File: config.mk
export PLATFORM = sky130hd
export DESIGN_NAME = matrix_scan_rx
export DESIGN_NICKNAME = d
export VERILOG_FILES = /design/src/rtl/matrix_scan_rx.sv
export SDC_FILE = /design/constraint.sdc
export NUM_CORES = 1
export LEC_CHECK = 0
export CAP_MARGIN = 20
export CORE_AREA = 2 2 183 140
export CTS_CLUSTER_SIZE = 25
export DETAILED_ROUTE_END_ITERATION = 6
export DIE_AREA = 0 0 185 142
export GPL_TIMING_DRIVEN = 0
export SLEW_MARGIN = 20
export SYNTH_ARGS = -nofsm -noshare
export SYNTH_HDL_FRONTEND = slang
export SYNTH_SLANG_ARGS = --single-unit
File: constraint.sdc
create_clock -name clk -period 2.9 [get_ports clk]
set_input_delay 0.725 -clock clk [delete_from_list [all_inputs] [get_ports clk]]
set_output_delay 0.725 -clock clk [all_outputs]
set_load 0.01 [all_outputs]
File: src/rtl/matrix_scan_rx.sv
// 8x8 switch matrix scanner: drives rows active-low, samples columns
// through a 2-flop synchronizer and debounces whole frames.
module matrix_scan_rx #(
  parameter int unsigned SETTLE_CYCLES  = 16,
  parameter int unsigned DEBOUNCE_SCANS = 4
) (
  input  logic        clk,
  input  logic        rst_n,
  input  logic        enable,
  output logic [7:0]  rows,
  input  logic [7:0]  columns,
  output logic [63:0] o_Data,
  output logic        o_Data_DV,
  output logic        o_Frame
);

  localparam logic [15:0] SETTLE_LAST = 16'(SETTLE_CYCLES - 2);
  localparam logic [7:0]  DEB_MAX     = 8'(DEBOUNCE_SCANS);

  typedef enum logic [1:0] {
    IDLE,
    DRIVE,
    SAMPLE
  } state_t;

  state_t           state;
  state_t           state_d;
  logic [2:0]       row;
  logic [2:0]       row_d;
  logic [15:0]      cnt;
  logic [15:0]      cnt_d;
  logic [7:0]       rows_d;
  logic [7:0]       sync1;
  logic [7:0]       sync2;
  logic [6:0][7:0]  raw;
  logic [63:0]      cand;
  logic [7:0]       stable;
  logic             sample_go;
  logic             frame_end;

  logic [63:0]      frame_full;
  logic             same;
  logic [7:0]       stable_inc;
  logic [7:0]       stable_new;
  logic [63:0]      cand_new;
  logic             publish;

  always_comb begin
    state_d   = state;
    row_d     = row;
    cnt_d     = cnt;
    sample_go = 1'b0;
    frame_end = 1'b0;
    unique case (state)
      IDLE: begin
        if (enable) begin
          state_d = DRIVE;
          row_d   = 3'd0;
          cnt_d   = 16'd0;
        end
      end
      DRIVE: begin
        if (!enable) begin
          state_d = IDLE;
        end else begin
          cnt_d = cnt + 16'd1;
          if (cnt == SETTLE_LAST) begin
            state_d = SAMPLE;
          end
        end
      end
      SAMPLE: begin
        sample_go = 1'b1;
        if (!enable) begin
          state_d = IDLE;
        end else begin
          state_d   = DRIVE;
          cnt_d     = 16'd0;
          row_d     = row + 3'd1;
          frame_end = (row == 3'd7);
        end
      end
      default: state_d = IDLE;
    endcase
  end

  always_comb begin
    rows_d = 8'hFF;
    if (state_d != IDLE) begin
      rows_d = ~(8'h01 << row_d);
    end
  end

  // Row 7 is folded in straight from the synchronizer so the
  // frame can be judged on the same edge that samples it.
  always_comb begin
    frame_full = {~sync2, raw};
    same       = (frame_full == cand);
    stable_inc = (stable >= DEB_MAX) ? DEB_MAX : stable + 8'd1;
    stable_new = same ? stable_inc : 8'd1;
    cand_new   = same ? cand : frame_full;
    publish    = (stable_new == DEB_MAX) && (cand_new != o_Data);
  end

  always_ff @(posedge clk or negedge rst_n) begin
    if (!rst_n) begin
      sync1 <= 8'hFF;
      sync2 <= 8'hFF;
    end else begin
      sync1 <= columns;
      sync2 <= sync1;
    end
  end

  always_ff @(posedge clk or negedge rst_n) begin
    if (!rst_n) begin
      state <= IDLE;
      row   <= 3'd0;
      cnt   <= 16'd0;
      rows  <= 8'hFF;
    end else begin
      state <= state_d;
      row   <= row_d;
      cnt   <= cnt_d;
      rows  <= rows_d;
    end
  end

  always_ff @(posedge clk or negedge rst_n) begin
    if (!rst_n) begin
      raw <= '0;
    end else if (sample_go && (row != 3'd7)) begin
      raw[row] <= ~sync2;
    end
  end

  always_ff @(posedge clk or negedge rst_n) begin
    if (!rst_n) begin
      cand      <= 64'd0;
      stable    <= 8'd0;
      o_Data    <= 64'd0;
      o_Data_DV <= 1'b0;
      o_Frame   <= 1'b0;
    end else begin
      o_Frame   <= frame_end;
      o_Data_DV <= frame_end && publish;
      if (frame_end) begin
        cand   <= cand_new;
        stable <= stable_new;
        if (publish) begin
          o_Data <= cand_new;
        end
      end
    end
  end

endmodule

==> metrics, run 1 <==
clk slew on worst S/H paths 0.06 ns; final wirelength 30000 µm; Least-Margin Pin Slew 0.740 ns; CP startpoint kind flip-flop; via count 7337; EDFF count, synth 0; Die ar. 26300 µm²; total power 6770 µW; Syn Inst Count 897; Pre-antenna DRT Iters 5; Seq/Total Area, Yosys 0.552; # DRC 0; largest cells by area after synthesis dfrtp_1, mux2_4, mux2_2; CP max-delay cell dfstp_2; Final ANT Viol Nets 0; Final GP Congestion 0.925; R2R Setup Slk 0.007 ns; die height 142 µm; run status completed; core box area 24500 µm²; largest net degree at the start of global routing 88; maximum vdd ir drop 0.441 mV; Die W 185 µm; commonest cells after routing, fill and taps aside dfrtp_1, nand2_1, o21ai_0, clkdlybuf4s50_1, xnor2_1; Detail Placement HPWL 21500 µm; Critical path buffers and inverters 3; slew margin rel. 0.507; commonest non-fill, non-tap cell in the layout dfrtp_1; vias per cell 5.37; PortBufs 84; Crit path required time 3.31 ns; Avg Inst Size Synth 12.1 µm²; nets 1028; Syn Nets 915; Leak 0.00638 µW; unrepaired setup endpoints after global routing false; Crit path arrival time 3.30 ns; Hold Fails Final Rpt 0; final cycle utilization of the critical path 0.997; CTS tree done; Final Slew Violations 0; Tmin final 2.89 ns; Layout Cells excl Fill 1367; maxcap violations 0; Worst path max stage delay 0.54 ns; Final Instance Area 13000 µm²; # rows 50; Mapped Area 10900 µm²; worst clock skew 0.0135 ns; ys async rst share 1.00; first-pass GRT wire length 45100 µm; top-area cell type share of the netlist area 0.494; gr usage total 0.234; P&R area growth vs syn 19.8%; crit-path leading delay family simple AND/OR/NAND/NOR gates; initial antenna violation count 0; PwrDens 519 nW/µm²; I/O pins 85; Setup CP Type flip-flop to flip-flop; DRT iter0 DRCs 656; Clock Latency Late Sink 0.53 ns; CP max FO 10; Root Driver clkbuf_16; worst hold path type primary input to asynchronous set/reset pin; setup TNS 0 ns; Yosys reg bits 239; Primary FF master, synth dfrtp_1; Distinct cells, synth 39; ANT cells 0; Inst Count DP 1321; Initial Utilization 0.444; H-tree levels 1; Worst path most repeated cell nand4_1; Synth Warn # 0; aggregate global routing overflow 0; setup violators final 0; per-cell routed wire length 22.0 µm; worst-path cell chain buf_4, xor2_1, nand4_1, nor4_1, nand4_1, nand3_1, buf_6, buf_12, mux2_4; Bufs on Longest Clock Path 3; post-place instance area 12200 µm²; fmax 346 MHz; number of global-route vias before repair 6998; leading area contributor after synthesis dfrtp_1; layout cells sized above 1 0.192; CP Capture Type flip-flop; CTS buffer count 25; # hold bufs at CTS 0; CTS Sinks 239
[cell families (layout without fill, tap and decap cells)]
kind of cell / after synthesis / in the layout / share of synthesized area
flops: 239 / 239 / 0.552
simple gates: 239 / 239 / 0.111
xor+xnor: 129 / 129 / 0.104
mux: 121 / 121 / 0.142
compound gates: 109 / 109 / 0.0536
buf+inv: 53 / 185 / 0.0289
fa+ha+maj: 7 / 7 / 0.00805
[report_power, final]
part	switching, µW	internal [µW]	total [µW]
sequential	24.4	3370	3390
combinational	169	68.6	237
clock	1320	1810	3140
[timing repair]
action	CTS	global route
setup buffers	0	0
resized for setup	3	8
setup endpoints to repair	52	55
[cell type report]
cell class,count,area (µm²)
multi-input combinational,605,4580
buffer,36,268
inverter,17,63.8
tap,338,423
clock inverter,6,58.8
sequential,239,6010
clock buffer,40,732
fill,2167,11500
timing repair buffer,86,901
[synthesized netlist by cell type (2+ instances only)]
cell      instances
dfrtp_1         215
a21oi_1           5
nand4_1          42
buf_12            6
and4_1            3
buf_2             8
a22o_1            2
inv_1            17
mux2_4           52
nand2b_1          2
a31oi_1           5
nand2_1          98
xnor2_1          64
nor4_2            2
o21ai_0          88
and2_1            9
nor2_1           21
nand3_1           9
and3_1            3
o31ai_1           4
xor2_1           65
dfstp_2          24
mux2_2           61
ha_1              7
nor4_1           42
mux2i_1           8
clkbuf_1         20
nor2b_1           4
[per-layer routing]
metal	vias up	global-route usage	part of all wire
met5	-	0	0
met4	0	0.0485	0.019
met3	41	0.0343	0.056
met2	212	0.322	0.40
met1	3706	0.386	0.52
li1	3378	-	-
[sequential cells by signal, summed over array words and instances (netlist names), 2 cells and up]
register and count:
frame_full 56, rows 8, cnt 16, sync2 8, state 2, stable 8, sync1 8, row 3
cand 64, o_Data 64
[through the flow]
stage / utilization / setup slack [ns] / hold WS [ns]
final: 0.532 / 0.00746 / 0.189
after global routing: 0.532 / 0.00186 / 0.238
after CTS: 0.530 / 0.0181 / 0.222
after detailed placement: 0.498 / -0.285 / 0.347
after global placement: 0.495 / -9.39 / 0.346
after floorplan: - / 0.734 / 0.345
[worst paths after layout]
kind,startpoint,to,cells past startpoint
worst max-delay path,sync2[2],o_Data[52],9
worst min-delay path,rst_n,o_Data[26],1
worst max register to register,sync2[2],o_Data[52],9
worst min register to register,sync1[3],sync2[3],0
max in group asynchronous,rst_n,sync2[5],3
min in group clk,sync1[3],sync2[3],0
Note: power is estimated with default switching activity, not from simulation.
==> run 2: changes to the inputs <==
--- a/config.mk
+++ b/config.mk
@@ -7,7 +7,7 @@
 export LEC_CHECK = 0
 export CAP_MARGIN = 20
 export CORE_AREA = 2 2 183 140
-export CTS_CLUSTER_SIZE = 25
+export CTS_CLUSTER_SIZE = 14
 export DETAILED_ROUTE_END_ITERATION = 6
 export DIE_AREA = 0 0 185 142
 export GPL_TIMING_DRIVEN = 0
==> results of run 2 <==
The final DEF is identical to that of run 1; final timing and power are the same.
==> run 3: changes to the inputs <==
--- a/config.mk
+++ b/config.mk
@@ -11,6 +11,7 @@
 export DETAILED_ROUTE_END_ITERATION = 6
 export DIE_AREA = 0 0 185 142
 export GPL_TIMING_DRIVEN = 0
+export MAX_ROUTING_LAYER = met4
 export SLEW_MARGIN = 20
 export SYNTH_ARGS = -nofsm -noshare
 export SYNTH_HDL_FRONTEND = slang
==> run 3 against run 2 <==
  * The flow now finishes with violations (negative setup slack)
  * Combinational power about the same
  * Non-clock buffer count did not move
  * Routed wire length rose by 0.29%
  * Sequential cell count stayed put
  * Largest power group unchanged
  * Critical path type unchanged
  * Via count is 0.30% higher
  * Die area unchanged
==> metrics, run 3 (synthesized netlist as in run 1, its figures left out) <==
Clock Latency Late Sink 0.52 ns (about the same); worst clock skew 0.00974 ns (-0.00375 ns); reg2reg end o_Data[44]; I/O pins 85 (unchanged); Pre-antenna DRT Iters 5 (unchanged); setup violators final 15 (+15); unrepaired setup endpoints after global routing false; CP startpoint kind flip-flop; P&R area growth vs syn 19.9%; vias per cell 5.39 (+0.45%); Crit path required time 3.30 ns (about the same); Worst path max stage delay 0.54 ns (about the same); worst r2r src sync2[2]; failing checks negative setup slack; Final ANT Viol Nets 0 (unchanged); final cycle utilization of the critical path 1.00 (+0.00662); crit-path leading delay family simple AND/OR/NAND/NOR gates; # rows 50 (unchanged); clk slew on worst S/H paths 0.06 ns (about the same); Inst Count DP 1321 (unchanged); worst hold path type primary input to asynchronous set/reset pin; Setup WS post-layout -0.0118 ns (-0.0192 ns); CTS tree done; Critical path buffers and inverters 3 (unchanged); PortBufs 84 (unchanged); CP max-delay cell dfstp_2; via count 7359 (+0.30%); PwrDens 526 nW/µm² (+1.4%); Layout Cells excl Fill 1365 (-0.15%); CP Capture Type flip-flop; Die W 185 µm (unchanged); H-tree levels 1 (unchanged); ANT cells 0 (unchanged); die height 142 µm (unchanged); CP max FO 10 (unchanged); FF-to-FF path depth 9 (unchanged); Least-Margin Pin Slew 0.800 ns (+0.0596 ns); first-pass GRT wire length 45100 µm (about the same); Bufs on Longest Clock Path 3 (unchanged); Root Driver clkbuf_16; dpl ws -0.269 ns (+0.0164 ns); Detail Placement HPWL 21600 µm (+0.12%); largest net degree at the start of global routing 94 (+6.8%); Final GP Congestion 0.921 (-0.44%); Worst path most repeated cell nand4_1; core box area 24500 µm² (unchanged); CP startpoint sync2[2]; # DRC 0 (unchanged); Final Slew Violations 0 (unchanged); CTS Sinks 239 (unchanged); aggregate global routing overflow 0 (unchanged); CTS buffer count 25 (unchanged); nets 1028 (unchanged); commonest cells after routing, fill and taps aside dfrtp_1, nand2_1, o21ai_0, clkdlybuf4s50_1, xor2_1; commonest non-fill, non-tap cell in the layout dfrtp_1; Setup Buffers After CTS 0 (unchanged); final wirelength 30100 µm (+0.29%); fmax 343 MHz (-0.66%); Crit path arrival time 3.31 ns (about the same); per-cell routed wire length 22.1 µm (+0.44%); R2R Setup Slk -0.01 ns (-0.02 ns); Hold Fails Final Rpt 0 (unchanged); Die ar. 26300 µm² (unchanged); run status complete, but fails checks; gr usage total 0.241 (+0.00716); maxcap violations 0 (unchanged); Leak 0.00639 µW (+0.22%); worst-path cell chain buf_4, xor2_1, nand4_1, nor4_1, nand4_1, nand3_1, buf_6, buf_12, mux2_4; maximum vdd ir drop 0.345 mV (-22%); # hold bufs at CTS 0 (unchanged); total power 6870 µW (+1.5%); layout cells sized above 1 0.193 (+0.000375); post-place instance area 12200 µm² (unchanged); slew margin rel. 0.467 (-0.0398); DRT iter0 DRCs 619 (-5.6%); Final Instance Area 13100 µm² (+0.13%); Setup CP Type flip-flop to flip-flop; Initial Utilization 0.444 (unchanged); number of global-route vias before repair 7019 (+0.30%); Tmin final 2.91 ns (+0.0192 ns); initial antenna violation count 2 (+2)
==> run 3: layout make-up <==
class,count,area (µm²)
buffer,36,268
clock buffer,36,728
clock inverter,8,93.8
fill,2160,11500
inverter,17,63.8
multi-input combinational,605,4560
sequential,239,6010
tap,338,423
timing repair buffer,86,901
==> run 3: how the worst max path moves through the flow <==
stage | end | slack, ns | depth (start not counted)
5_1_grt | o_Data[55] | 0.01 | 9
6_report | o_Data[44] | -0.01 | 9
3_3_place_gp | cand[51] | -9.31 | 1
2_1_floorplan | o_Data[10] | 0.73 | 9
3_5_place_dp | cand[47] | -0.27 | 7
4_1_cts | o_Data[44] | 0.02 | 9
==> run 3: power breakdown <==
group / internal (µW) / switching (µW)
logic: 68.6 / 170
clock network: 1920 / 1320
registers: 3370 / 24.0
total: 5360 / 1520
==> run 3: what timing repair did <==
action | 4_1_cts | 5_1_grt
endpoints found under the hold margin | 0 | 0
pin swaps | 0 | 1
endpoints found under the setup margin | 52 | 52
resized for setup | 3 | 5
==> run 3: per-layer routing <==
metal | part of all wire | up-vias | GRT usage
li1 | - | 3358 | -
met1 | 0.52 | 3715 | 0.393
met2 | 0.40 | 250 | 0.316
met3 | 0.064 | 36 | 0.0340
met4 | 0.017 | 0 | 0.0455
met5 | 0 | - | -
==> run 3: stage by stage <==
stage,util,setup TNS [ns],hold WS [ns]
2_1_floorplan,-,0,0.345
3_3_place_gp,0.495,-2159.03,0.346
3_5_place_dp,0.498,-10.86,0.347
4_1_cts,0.532,0,0.177
5_1_grt,0.532,0,0.189
6_report,0.532,-0.0831,0.156
